===== src/rtl/acc_pkg.sv =====
// Shared types for the ABFT column accumulator and its sequencer.
// Latency: n/a (types only).
// Backpressure: n/a.
package acc_pkg;

  // Sequencer phases for one checksum pass.
  typedef enum logic [1:0] {
    IDLE  = 2'd0,
    ACC0  = 2'd1,
    SWEEP = 2'd2,
    CHECK = 2'd3
  } acc_seq_state_t;

endpackage


===== src/rtl/acc_nxn_seq.sv =====
// Purpose: sequences one ABFT checksum pass through acc_nxn and checks its total z.
//   The array output stream is gated into the stage-0 inputs. The stage-1 selector
//   is swept across the column totals. z is compared against ref_sum.
// Latency: done pulses arraySize+2 cycles after the last accepted beat.
// Backpressure: in_ready is high only in ACC0; beats offered in any other state are dropped.
//
// Ports:
//   clk, rst            clock, asynchronous active-low reset
//   start/num_rows/ref_sum  pass request, sampled in IDLE only
//   in_valid/in_data/in_ready  array output beats, column j at [j*aBits +: aBits]
//   a_out/clear_0/selector/clear_1  combinational drive into acc_nxn
//   z_in                stage-1 total from acc_nxn
//   done/error/result/err_cnt  pass outcome, held until the next done
module acc_nxn_seq
  import acc_pkg::*;
#(
  parameter int arraySize    = 4,
  parameter int addressWidth = 2,
  parameter int aBits        = 20,
  parameter int yBits        = 24,
  parameter int zBits        = 28,
  parameter int countBits    = 16,
  parameter int errBits      = 16
) (
  input  logic                       clk,
  input  logic                       rst,
  input  logic                       start,
  input  logic [countBits-1:0]       num_rows,
  input  logic [zBits-1:0]           ref_sum,
  input  logic                       in_valid,
  input  logic [arraySize*aBits-1:0] in_data,
  output logic                       in_ready,
  output logic [arraySize*aBits-1:0] a_out,
  output logic [arraySize-1:0]       clear_0,
  output logic [addressWidth-1:0]    selector,
  output logic                       clear_1,
  input  logic [zBits-1:0]           z_in,
  output logic                       done,
  output logic                       error,
  output logic [zBits-1:0]           result,
  output logic [errBits-1:0]         err_cnt
);

  localparam logic [addressWidth-1:0] LastSel = addressWidth'(arraySize - 1);
  localparam logic [countBits-1:0]    OneBeat = countBits'(1);
  localparam logic [errBits-1:0]      ErrMax  = {errBits{1'b1}};

  // The stage-0 accumulators must be able to hold at least one raw sample.
  if (yBits < aBits) begin : g_ybits_check
    $error("acc_nxn_seq: yBits must not be narrower than aBits");
  end

  acc_seq_state_t              state_q, state_d;
  logic [countBits-1:0]        beat_cnt_q, beat_cnt_d;
  logic [countBits-1:0]        num_rows_q, num_rows_d;
  logic [zBits-1:0]            ref_sum_q, ref_sum_d;
  logic [addressWidth-1:0]     sweep_cnt_q, sweep_cnt_d;
  logic                        done_q, done_d;
  logic                        error_q, error_d;
  logic [zBits-1:0]            result_q, result_d;
  logic [errBits-1:0]          err_cnt_q, err_cnt_d;

  always_ff @(posedge clk or negedge rst) begin
    if (!rst) begin
      state_q     <= IDLE;
      beat_cnt_q  <= '0;
      num_rows_q  <= '0;
      ref_sum_q   <= '0;
      sweep_cnt_q <= '0;
      done_q      <= 1'b0;
      error_q     <= 1'b0;
      result_q    <= '0;
      err_cnt_q   <= '0;
    end else begin
      state_q     <= state_d;
      beat_cnt_q  <= beat_cnt_d;
      num_rows_q  <= num_rows_d;
      ref_sum_q   <= ref_sum_d;
      sweep_cnt_q <= sweep_cnt_d;
      done_q      <= done_d;
      error_q     <= error_d;
      result_q    <= result_d;
      err_cnt_q   <= err_cnt_d;
    end
  end

  always_comb begin
    state_d     = state_q;
    beat_cnt_d  = beat_cnt_q;
    num_rows_d  = num_rows_q;
    ref_sum_d   = ref_sum_q;
    sweep_cnt_d = sweep_cnt_q;
    done_d      = 1'b0;
    error_d     = error_q;
    result_d    = result_q;
    err_cnt_d   = err_cnt_q;

    in_ready = 1'b0;
    a_out    = '0;
    clear_0  = '0;
    clear_1  = 1'b0;
    // The sweep counter rests at zero outside SWEEP, so it can drive the selector directly.
    selector = sweep_cnt_q;

    case (state_q)
      IDLE: begin
        // A zero-row pass has nothing to check and is dropped.
        if (start && (num_rows != '0)) begin
          num_rows_d = num_rows;
          ref_sum_d  = ref_sum;
          beat_cnt_d = '0;
          state_d    = ACC0;
        end
      end

      ACC0: begin
        in_ready = 1'b1;
        if (in_valid) begin
          a_out = in_data;
          // The first beat reloads every column total, discarding the previous pass.
          clear_0    = (beat_cnt_q == '0) ? {arraySize{1'b1}} : '0;
          beat_cnt_d = beat_cnt_q + OneBeat;
          if (beat_cnt_q == (num_rows_q - OneBeat)) begin
            sweep_cnt_d = '0;
            state_d     = SWEEP;
          end
        end
      end

      SWEEP: begin
        // The first selected column reloads the stage-1 total; the rest add to it.
        clear_1 = (sweep_cnt_q == '0);
        if (sweep_cnt_q == LastSel) begin
          sweep_cnt_d = '0;
          state_d     = CHECK;
        end else begin
          sweep_cnt_d = sweep_cnt_q + 1'b1;
        end
      end

      CHECK: begin
        result_d = z_in;
        error_d  = (z_in != ref_sum_q);
        if ((z_in != ref_sum_q) && (err_cnt_q != ErrMax)) begin
          err_cnt_d = err_cnt_q + 1'b1;
        end
        done_d  = 1'b1;
        state_d = IDLE;
      end

      default: begin
        state_d = IDLE;
      end
    endcase
  end

  assign done    = done_q;
  assign error   = error_q;
  assign result  = result_q;
  assign err_cnt = err_cnt_q;

endmodule


===== config.mk =====
export PLATFORM = sky130hd
export DESIGN_NAME = acc_nxn_seq
export DESIGN_NICKNAME = d
export VERILOG_FILES = /design/src/rtl/acc_pkg.sv /design/src/rtl/acc_nxn_seq.sv
export SDC_FILE = /design/constraint.sdc
export NUM_CORES = 1
export LEC_CHECK = 0
export ABC_CLOCK_PERIOD_IN_PS = 5400
export BUFFER_PORTS_ARGS = -buffer_cell sky130_fd_sc_hd__buf_2
export CORE_AREA = 2 2 115 117
export DETAILED_ROUTE_END_ITERATION = 10
export DIE_AREA = 0 0 117 119
export PLACE_DENSITY = 0.87
export REMOVE_ABC_BUFFERS = 1
export SKIP_CTS_REPAIR_TIMING = 1
export SLEW_MARGIN = 20
export SYNTH_ARGS = -nofsm -noshare
export SYNTH_HDL_FRONTEND = slang
export SYNTH_SLANG_ARGS = --single-unit

===== constraint.sdc =====
create_clock -name clk -period 5.4 [get_ports clk]
set_input_delay 0.54 -clock clk [delete_from_list [all_inputs] [get_ports clk]]
set_output_delay 0.54 -clock clk [all_outputs]
set_load 0.01 [all_outputs]

## After elaboration in Yosys (flattened, before gate mapping)

Index checks and enable logic that the tools add are counted.
W data, S select, Z words.

| storage, ports and cells | value |
|---|---|
| logic and storage cells | 57 |
| memory bits (writable) | 0 |
| output and inout bits | 134 |
| memory bits (read-only) | 0 |
| latch bits | 0 |
| register bits | 110 |
| memories kept | 0 |
| input port bits | 156 |

| operators by class | value |
|---|---|
| multiply operators | 0 |
| shifts and indexed selects | 0 |
| reduce and logical (&&, ||, !) cells | 13 |
| add/sub/neg operators | 4 |
| bitwise operators | 0 |
| $lt $le $gt $ge | 0 |
| mux-type cells | 20 |
| divide/modulo/power cells | 0 |
| equal/unequal tests | 11 |

Operators by type and width:

| operator | count |
|---|---|
| $mux W80 | 2 |
| $add A16 B1 Y16 const B | 2 |
| $mux W16 | 2 |
| $pmux W16 S2 | 1 |
| $ne A28 B28 Y1 | 1 |
| $eq A16 B16 Y1 | 1 |
| $logic_not A16 Y1 | 1 |
| $ne A16 B16 Y1 const B | 1 |
| $reduce_bool A16 Y1 | 1 |
| $sub A16 B1 Y16 const B | 1 |
| $mux W2 | 7 |
| $mux W4 | 3 |
| $ne A2 B2 Y1 const B | 4 |
| $pmux W2 S4 | 1 |
| $eq A2 B2 Y1 const B | 3 |
| $reduce_and A3 Y1 | 2 |
| $logic_not A2 Y1 | 2 |
| $pmux W2 S2 | 1 |
| $reduce_and A2 Y1 | 2 |
| $reduce_and A4 Y1 | 1 |
| $reduce_bool A2 Y1 | 2 |
| $mux W1 | 3 |
| $add A2 B1 Y2 const B | 1 |
| $eq A2 B1 Y1 const B | 1 |
| $logic_and A1 B1 Y1 | 2 |

## Depth between registers and ports, before layout

Gate-level depths: netlist (run 1).

| depth | value |
|---|---|
| word-level depth | 5 |
| depth in mapped cells | 9 |
| mapped depth without buffers | 8 |

## Worst setup path after synthesis (run 1)

Ideal clock, no wire load.

| timing path | value |
|---|---|
| kind | input port to flip-flop |
| from | input port num_rows[9] |
| to | register num_rows_q[0] |
| arrival | 2806 ps |
| stages | 6 |
| slack | 2470 ps |
| data required time | 5275 ps |
| setup time | 125 ps |
| path buffers | 2 |
| cell sequence | or4_1 -> o41ai_1 -> or2_2 -> clkbuf_1 -> buf_2 -> mux2_2 |

| between the ends | value |
|---|---|
| cells in the longest elaborated chain, start to end | 3 |

RTL lines:

| what | RTL line | text |
|---|---|---|
| from (decl) | acc_nxn_seq.sv:28 | `input logic [countBits-1:0] num_rows,` |
| $reduce_bool A16 Y1 | acc_nxn_seq.sv:108 | `if (start && (num_rows != '0)) begin` |
| $logic_and A1 B1 Y1 | acc_nxn_seq.sv:108 |  |
| $reduce_and A2 Y1 (no line) | -- |  |
| to (signal assigned) | acc_nxn_seq.sv:77 | `num_rows_q <= num_rows_d;` |
| to (decl) | acc_nxn_seq.sv:55 | `logic [countBits-1:0] num_rows_q, num_rows_d;` |

No other way between the ends.
A chain may end at the register's enable or synchronous reset.

## Worst setup path after layout (run 1)

| timing path | value |
|---|---|
| from | input port num_rows[9] |
| to | register ref_sum_q[0] |

| between the ends | value |
|---|---|
| cells in the longest elaborated chain, start to end | 3 |

RTL lines:

| what | RTL line | text |
|---|---|---|
| $reduce_bool A16 Y1 | acc_nxn_seq.sv:108 |  |
| $logic_and A1 B1 Y1 | acc_nxn_seq.sv:108 |  |
| $reduce_and A2 Y1 (no line) | -- |  |
| to (signal assigned) | acc_nxn_seq.sv:78 | `ref_sum_q <= ref_sum_d;` |
| to (decl) | acc_nxn_seq.sv:56 | `logic [zBits-1:0] ref_sum_q, ref_sum_d;` |

No other way between the ends.

==> results of run 1 <==
[routing by layer]
metal / share of wire / global-route usage / up-vias
li1: - / - / 2628
met1: 0.40 / 0.302 / 2684
met2: 0.51 / 0.426 / 241
met3: 0.068 / 0.0529 / 25
met4: 0.021 / 0.0728 / 0
met5: 0 / 0 / -
[area by class of cell]
type                    instances  area [um2]
inverters                      17        63.8
flip-flops and latches        110        2750
repair buffers                295        1490
diodes                          1        2.50
fillers                      1008        4860
clock buffers                  10         229
multi-input cells             418        3210
clock inverters                 5        45.0
well taps                     176         220
[cell families (layout without fill, tap and decap cells)]
logic type,Yosys count,after routing,share of synthesized area
AOI/OAI and AO/OA,40,40,0.0547
xor gates and xnor gates,72,72,0.102
adders and majority gates,10,10,0.0202
buffers and inverters,56,327,0.0390
DFF,110,110,0.444
muxes,75,75,0.136
other,0,1,0
and+or+nand+nor,221,221,0.204
[state kept, by name, summed over array words and instances, names as in the netlist]
signal	flops
selector	2
state_q	2
err_cnt	16
num_rows_q	16
done	1
result	28
error	1
ref_sum_q	28
beat_cnt_q	16
[cell usage after synthesis (2+ instances only)]
cell | count | area (um2)
dfrtp_1 | 110 | 2750
and3_1 | 84 | 526
mux2_2 | 74 | 833
xor2_1 | 59 | 517
nor2_1 | 30 | 113
clkbuf_1 | 27 | 101
nand2_1 | 20 | 75.1
nor4_1 | 18 | 113
inv_1 | 17 | 63.8
nand3_1 | 16 | 80.1
xnor2_1 | 13 | 114
nor3_1 | 12 | 60.1
ha_1 | 10 | 125
nand4_1 | 9 | 56.3
or4_1 | 9 | 67.6
a21oi_1 | 5 | 25.0
nand2b_1 | 5 | 31.3
buf_2 | 4 | 20.0
o211ai_1 | 4 | 30.0
a2111oi_0 | 3 | 26.3
a211oi_1 | 3 | 22.5
buf_1 | 3 | 11.3
buf_4 | 3 | 22.5
nand3b_1 | 3 | 22.5
or4_4 | 3 | 33.8
a41oi_1 | 2 | 17.5
and2_1 | 2 | 12.5
and4_1 | 2 | 17.5
buf_6 | 2 | 22.5
nor2b_1 | 2 | 12.5
o211a_1 | 2 | 20.0
o21ai_0 | 2 | 10.0
o221ai_1 | 2 | 17.5
or3_1 | 2 | 12.5
[cell usage in the layout (no fill, tap or decap), types with 9 or more instances in the layout]
| master | n |
|---|---|
| dfrtp_1 | 110 |
| nand2_1 | 20 |
| nor4_1 | 18 |
| nor2_1 | 30 |
| nand3_1 | 16 |
| nand4_1 | 9 |
| nor3_1 | 12 |
| or4_1 | 9 |
| inv_1 | 17 |
| xor2_1 | 59 |
| ha_1 | 9 |
| clkbuf_16 | 9 |
| buf_2 | 288 |
| mux2_2 | 74 |
| and3_1 | 84 |
| xnor2_1 | 13 |
[metrics by stage]
stage / power (mW) / setup WS [ns] / util / instance area, um2
floorplan: 2.51 / 1.62 / - / 6020
global placement: 3.05 / 1.76 / 0.601 / 7730
detailed placement: 3.13 / 1.61 / 0.601 / 7740
CTS: 3.77 / 1.97 / 0.622 / 8010
global route: 4.01 / 1.83 / 0.622 / 8010
finish: 3.76 / 1.95 / 0.622 / 8010
[power breakdown]
| group | internal, mW | switching [mW] | total, mW |
|---|---|---|---|
| clock network | 0.317 | 0.309 | 0.625 |
| registers | 1.15 | 0.302 | 1.46 |
| logic | 0.819 | 0.863 | 1.68 |
[worst paths after layout]
path / start / end
max: num_rows[9] / ref_sum_q[0]$_DFFE_PN0P_
max in group asynchronous: rst / err_cnt[10]$_DFFE_PN0P_
min: rst / result[15]$_DFFE_PN0P_
min reg2reg: err_cnt[4]$_DFFE_PN0P_ / err_cnt[4]$_DFFE_PN0P_
min in group clk: ref_sum[6] / ref_sum_q[6]$_DFFE_PN0P_
max reg2reg: num_rows_q[0]$_DFFE_PN0P_ / state_q[0]$_DFFE_PN0P_
==> qor.txt, run 1 <==
gr usage total: 0.245
area of the die: 0.0139 mm2
status: complete, no violations
Max-slew headroom: 0.272
HP Class: input pin to async pin
number of DRC markers in iteration 0: 326
CTS H-tree depth: 3
# IOs: 290
grt ovf: 0
core box area: 0.0129 mm2
Async SR Flop Fraction: 1.00
vias per cell: 5.41
root buffer cell: clkbuf_16
CP arrival: 3.69 ns
Gate Count Post-Synth: 584
DP HPWL: 13.4 mm
largest net degree at the start of global routing: 90
number of iterations in the first detailed-routing pass: 5
flops & latches, synth: 110
slowest cell on the critical path: o41ai_1
initial antenna violation count: 1
worst path cell trace: buf_2 -> or4_1 -> o41ai_1 -> or2_2 -> buf_4 -> mux2_2
number of synthesized flops with an enable pin: 0
Final Setup Violations: 0
via count: 5578
final weighted congestion in routability-driven placement: 0.859
TritonCTS clock tree: done
reg2reg setup slack: 2.22 ns
period utilization: 0.639
WS Path Type: input pin to flop
setup_tns: 0 ns
vias in the first global route: 5218
wire length of the first global-routing pass: 26.4 mm
Worst Tran Pin Value: 1.06 ns
RSZ-0062 raised after global routing: false
Distinct cells, synth: 56
Post-Place Cells: 1016
synthesized cell area: 0.00620 mm2
pwr dens: 470 mW/mm2
worst clock skew: 0.00691 ns
P&R area growth vs syn: 29.3%
CP delay by family, top: simple AND/OR/NAND/NOR gates
Die Y-Extent: 119 um
Hold Fails Final Rpt: 0
fin nets: 1017
Tmin final: 3.45 ns
element type at the critical path end: flop
post-synthesis sequential area ratio: 0.444
Clock transition at path regs: 0.07 ns
layout cell share with drive strength beyond 1: 0.458
number of routed nets with antenna violations: 0
Max-Cap Viols: 0
Slew Limit Fails: 0
Worst EP required: 5.64 ns
# rows: 42
syn_area_per_cell: 10.6 um2
DRC: 0
VDD IR-drop max: 355 uV
Initial Util: 0.481
Num CTS Buffers: 9
dominant synthesized flop cell: dfrtp_1
Setup crit start kind: input pin
Lkg Pwr: 4.31 nW
die outline width: 117 um
clock sink count: 110
WL/cell: 17.1 um
R2R depth: 8
final non-filler cell total: 1032
Crit path largest cell delay: 0.91 ns
port bufs: 289
clock tree buffer depth: 2
Critical Path Stages: 6
Critical Path Fanout Max: 27
Routed WL: 17.6 mm
clock latency on the worst-skew pair: 0.35 ns
yosys warns: 0
Fin Hold WS: 0.288 ns
Buf+Inv Stages, Crit Path: 2
Fmax achieved: 290 MHz
Note: power is estimated with default switching activity, not from simulation.
==> run 2: changes to the inputs <==
--- a/config.mk
+++ b/config.mk
@@ -5,12 +5,13 @@
 export SDC_FILE = /design/constraint.sdc
 export NUM_CORES = 1
 export LEC_CHECK = 0
-export ABC_CLOCK_PERIOD_IN_PS = 5400
+export ABC_AREA = 1
+export ABC_CLOCK_PERIOD_IN_PS = 2780
 export BUFFER_PORTS_ARGS = -buffer_cell sky130_fd_sc_hd__buf_2
-export CORE_AREA = 2 2 115 117
+export CORE_AREA = 2 2 127 129
 export DETAILED_ROUTE_END_ITERATION = 10
-export DIE_AREA = 0 0 117 119
-export PLACE_DENSITY = 0.87
+export DIE_AREA = 0 0 129 131
+export PLACE_DENSITY = 0.81
 export REMOVE_ABC_BUFFERS = 1
 export SKIP_CTS_REPAIR_TIMING = 1
 export SLEW_MARGIN = 20
==> constraint.sdc (replaced) <==
create_clock -name clk -period 2.78 [get_ports clk]
set_input_delay 0.278 -clock clk [delete_from_list [all_inputs] [get_ports clk]]
set_output_delay 0.278 -clock clk [all_outputs]
set_load 0.01 [all_outputs]
==> run 2 against run 1 <==
Effect of this change:
- the run now ends with negative hold slack left
- via count up 19%
- combinational power up 97%
- setup slack worse by 1.7 ns
- global-route usage down 0.82 points
- register-to-register slack worse by 1.8 ns
- final cell count up 36%
- worst hold slack worse by 0.34 ns
==> qor.txt, run 2 <==
vias in the first global route: 6052
Final Setup Violations: 0
synthesized cell area: 0.00668 mm2
pre-CTS setup slack: 0.487 ns
main area contributors after synthesis: dfrtp_1, nand2_1, inv_1
clock tree buffer depth: 2
Lkg Pwr: 4.83 nW
# IOs: 290
# fillers: 1484
Setup crit start kind: flop
core box area: 0.0156 mm2
most frequent cells in the layout: buf_2, nand2_1, inv_1
Routed WL: 20.3 mm
Post-Place Cells: 1386
period utilization: 0.904
P&R area growth vs syn: 29.1%
Worst EP required: 2.50 ns
pwr dens: 846 mW/mm2
TritonCTS clock tree: done
Max-slew headroom: 0.486
Async SR Flop Fraction: 1.00
number of synthesized flops with an enable pin: 0
root buffer cell: clkbuf_16
number of routed nets with antenna violations: 0
Initial Util: 0.428
gr usage total: 0.236
clock sink count: 110
DRC: 0
VDD IR-drop max: 737 uV
# rows: 46
die outline width: 129 um
Synth area leader: dfrtp_1
wire length of the first global-routing pass: 30.9 mm
number of iterations in the first detailed-routing pass: 5
final non-filler cell total: 1402
WS Path Type: flop to output port
flops & latches, synth: 110
most frequent cell after synthesis: nand2_1
Ant. Diodes: 0
final weighted congestion in routability-driven placement: 0.902
HP Class: input pin to async pin
via count: 6613
leading cell type in the layout, fill and taps excluded: buf_2
Gate Count Post-Synth: 906
vias per cell: 4.72
Distinct cells, synth: 37
Fin Hold WS: -0.0489 ns
post-synthesis sequential area ratio: 0.412
DP HPWL: 16.2 mm
number of DRC markers in iteration 0: 403
initial antenna violation count: 0
Num CTS Buffers: 9
final worst setup slack: 0.267 ns
Die Y-Extent: 131 um
dominant synthesized flop cell: dfrtp_1
element type at the critical path end: output port
CP arrival: 2.24 ns
largest net degree at the start of global routing: 81
fin nets: 1347
yosys warns: 0
most common library cells after synthesis: nand2_1, inv_1, nor2_1
port bufs: 289
Tmin final: 2.51 ns
Slew Limit Fails: 0
Tot Pwr: 7.29 mW
worst clock skew: 0.0107 ns
reg2reg setup slack: 0.46 ns
area of the die: 0.0169 mm2
Worst Tran Pin Value: 0.770 ns
CTS H-tree depth: 3
status: finished, violations left
failing checks: negative hold slack
Clock transition at path regs: 0.08 ns
WL/cell: 14.5 um
top cell type's share of synthesized area: 0.412
Fmax achieved: 398 MHz
grt ovf: 0
Critical Path Fanout Max: 80
syn_area_per_cell: 7.37 um2
setup_tns: 0 ns
Max-Cap Viols: 0
RSZ-0062 raised after global routing: false
Hold Fails Final Rpt: 50
clock latency on the worst-skew pair: 0.36 ns
layout cell share with drive strength beyond 1: 0.310
run 2: changes by cell type after synthesis, sizes merged, moves of 14 or more:
| cell | delta |
|---|---|
| nor2 | +110 |
| o21ai | +38 |
| nor4 | -14 |
| nand2 | +216 |
| xnor2 | +18 |
| inv | +135 |
| and3 | -84 |
| nand3 | +16 |
| mux2 | -52 |
| xor2 | -36 |
run 2: final timing paths:
| check | to | depth (start not counted) | startpoint |
|---|---|---|---|
| min | err_cnt[13]$_DFFE_PN0P_ | 1 | rst |
| min reg2reg | ref_sum_q[9]$_DFFE_PN0P_ | 2 | ref_sum_q[9]$_DFFE_PN0P_ |
| max in group asynchronous | num_rows_q[14]$_DFFE_PN0P_ | 2 | rst |
| min in group clk | ref_sum_q[1]$_DFFE_PN0P_ | 3 | ref_sum[1] |
| max | a_out[43] | 6 | state_q[1]$_DFFE_PN0P_ |
| max reg2reg | beat_cnt_q[3]$_DFFE_PN0P_ | 11 | state_q[1]$_DFFE_PN0P_ |
run 2: per-layer routing:
layer	wire length (um)	share of wire	global-route usage
met3	1240	0.061	0.0550
met2	10500	0.52	0.434
met1	7940	0.39	0.268
met4	680	0.033	0.0863
met5	0	0	0
run 2: logic make-up after synthesis:
kind of cell    Yosys count  share of synthesized area
compound gates           63                     0.0538
xor+xnor                 54                     0.0708
fa+ha+maj                10                     0.0187
buf+inv                 183                      0.108
flops                   110                      0.412
mux                      22                     0.0371
simple gates            464                      0.299
run 2: cell type report:
cell class | instances | area (um2) | area share
multi-input cells | 613 | 3210 | 0.373
flip-flops and latches | 110 | 2750 | 0.319
repair buffers | 295 | 1510 | 0.175
inverters | 152 | 571 | 0.0662
well taps | 216 | 270 | 0.0314
clock buffers | 9 | 225 | 0.0261
clock inverters | 7 | 81.3 | 0.00944
run 2: critical path: stages (launching register included):
cell     delay, ns
dfrtp_1       0.39
inv_1         0.08
ha_1          0.33
nand2_2       0.13
buf_4         0.58
nor2_1        0.12
buf_2         0.18
run 2: per-stage QoR:
step	util	area, um2
final	0.553	8620
after global routing	0.553	8620
after detailed placement	0.532	8310
after floorplan	-	6520
after CTS	0.552	8610
after global placement	0.532	8310
run 2: report_power, final:
group | switching, mW | total (mW) | internal (mW)
Sequential | 0.471 | 2.66 | 2.19
Clock | 0.673 | 1.32 | 0.646
Combinational | 1.97 | 3.31 | 1.34
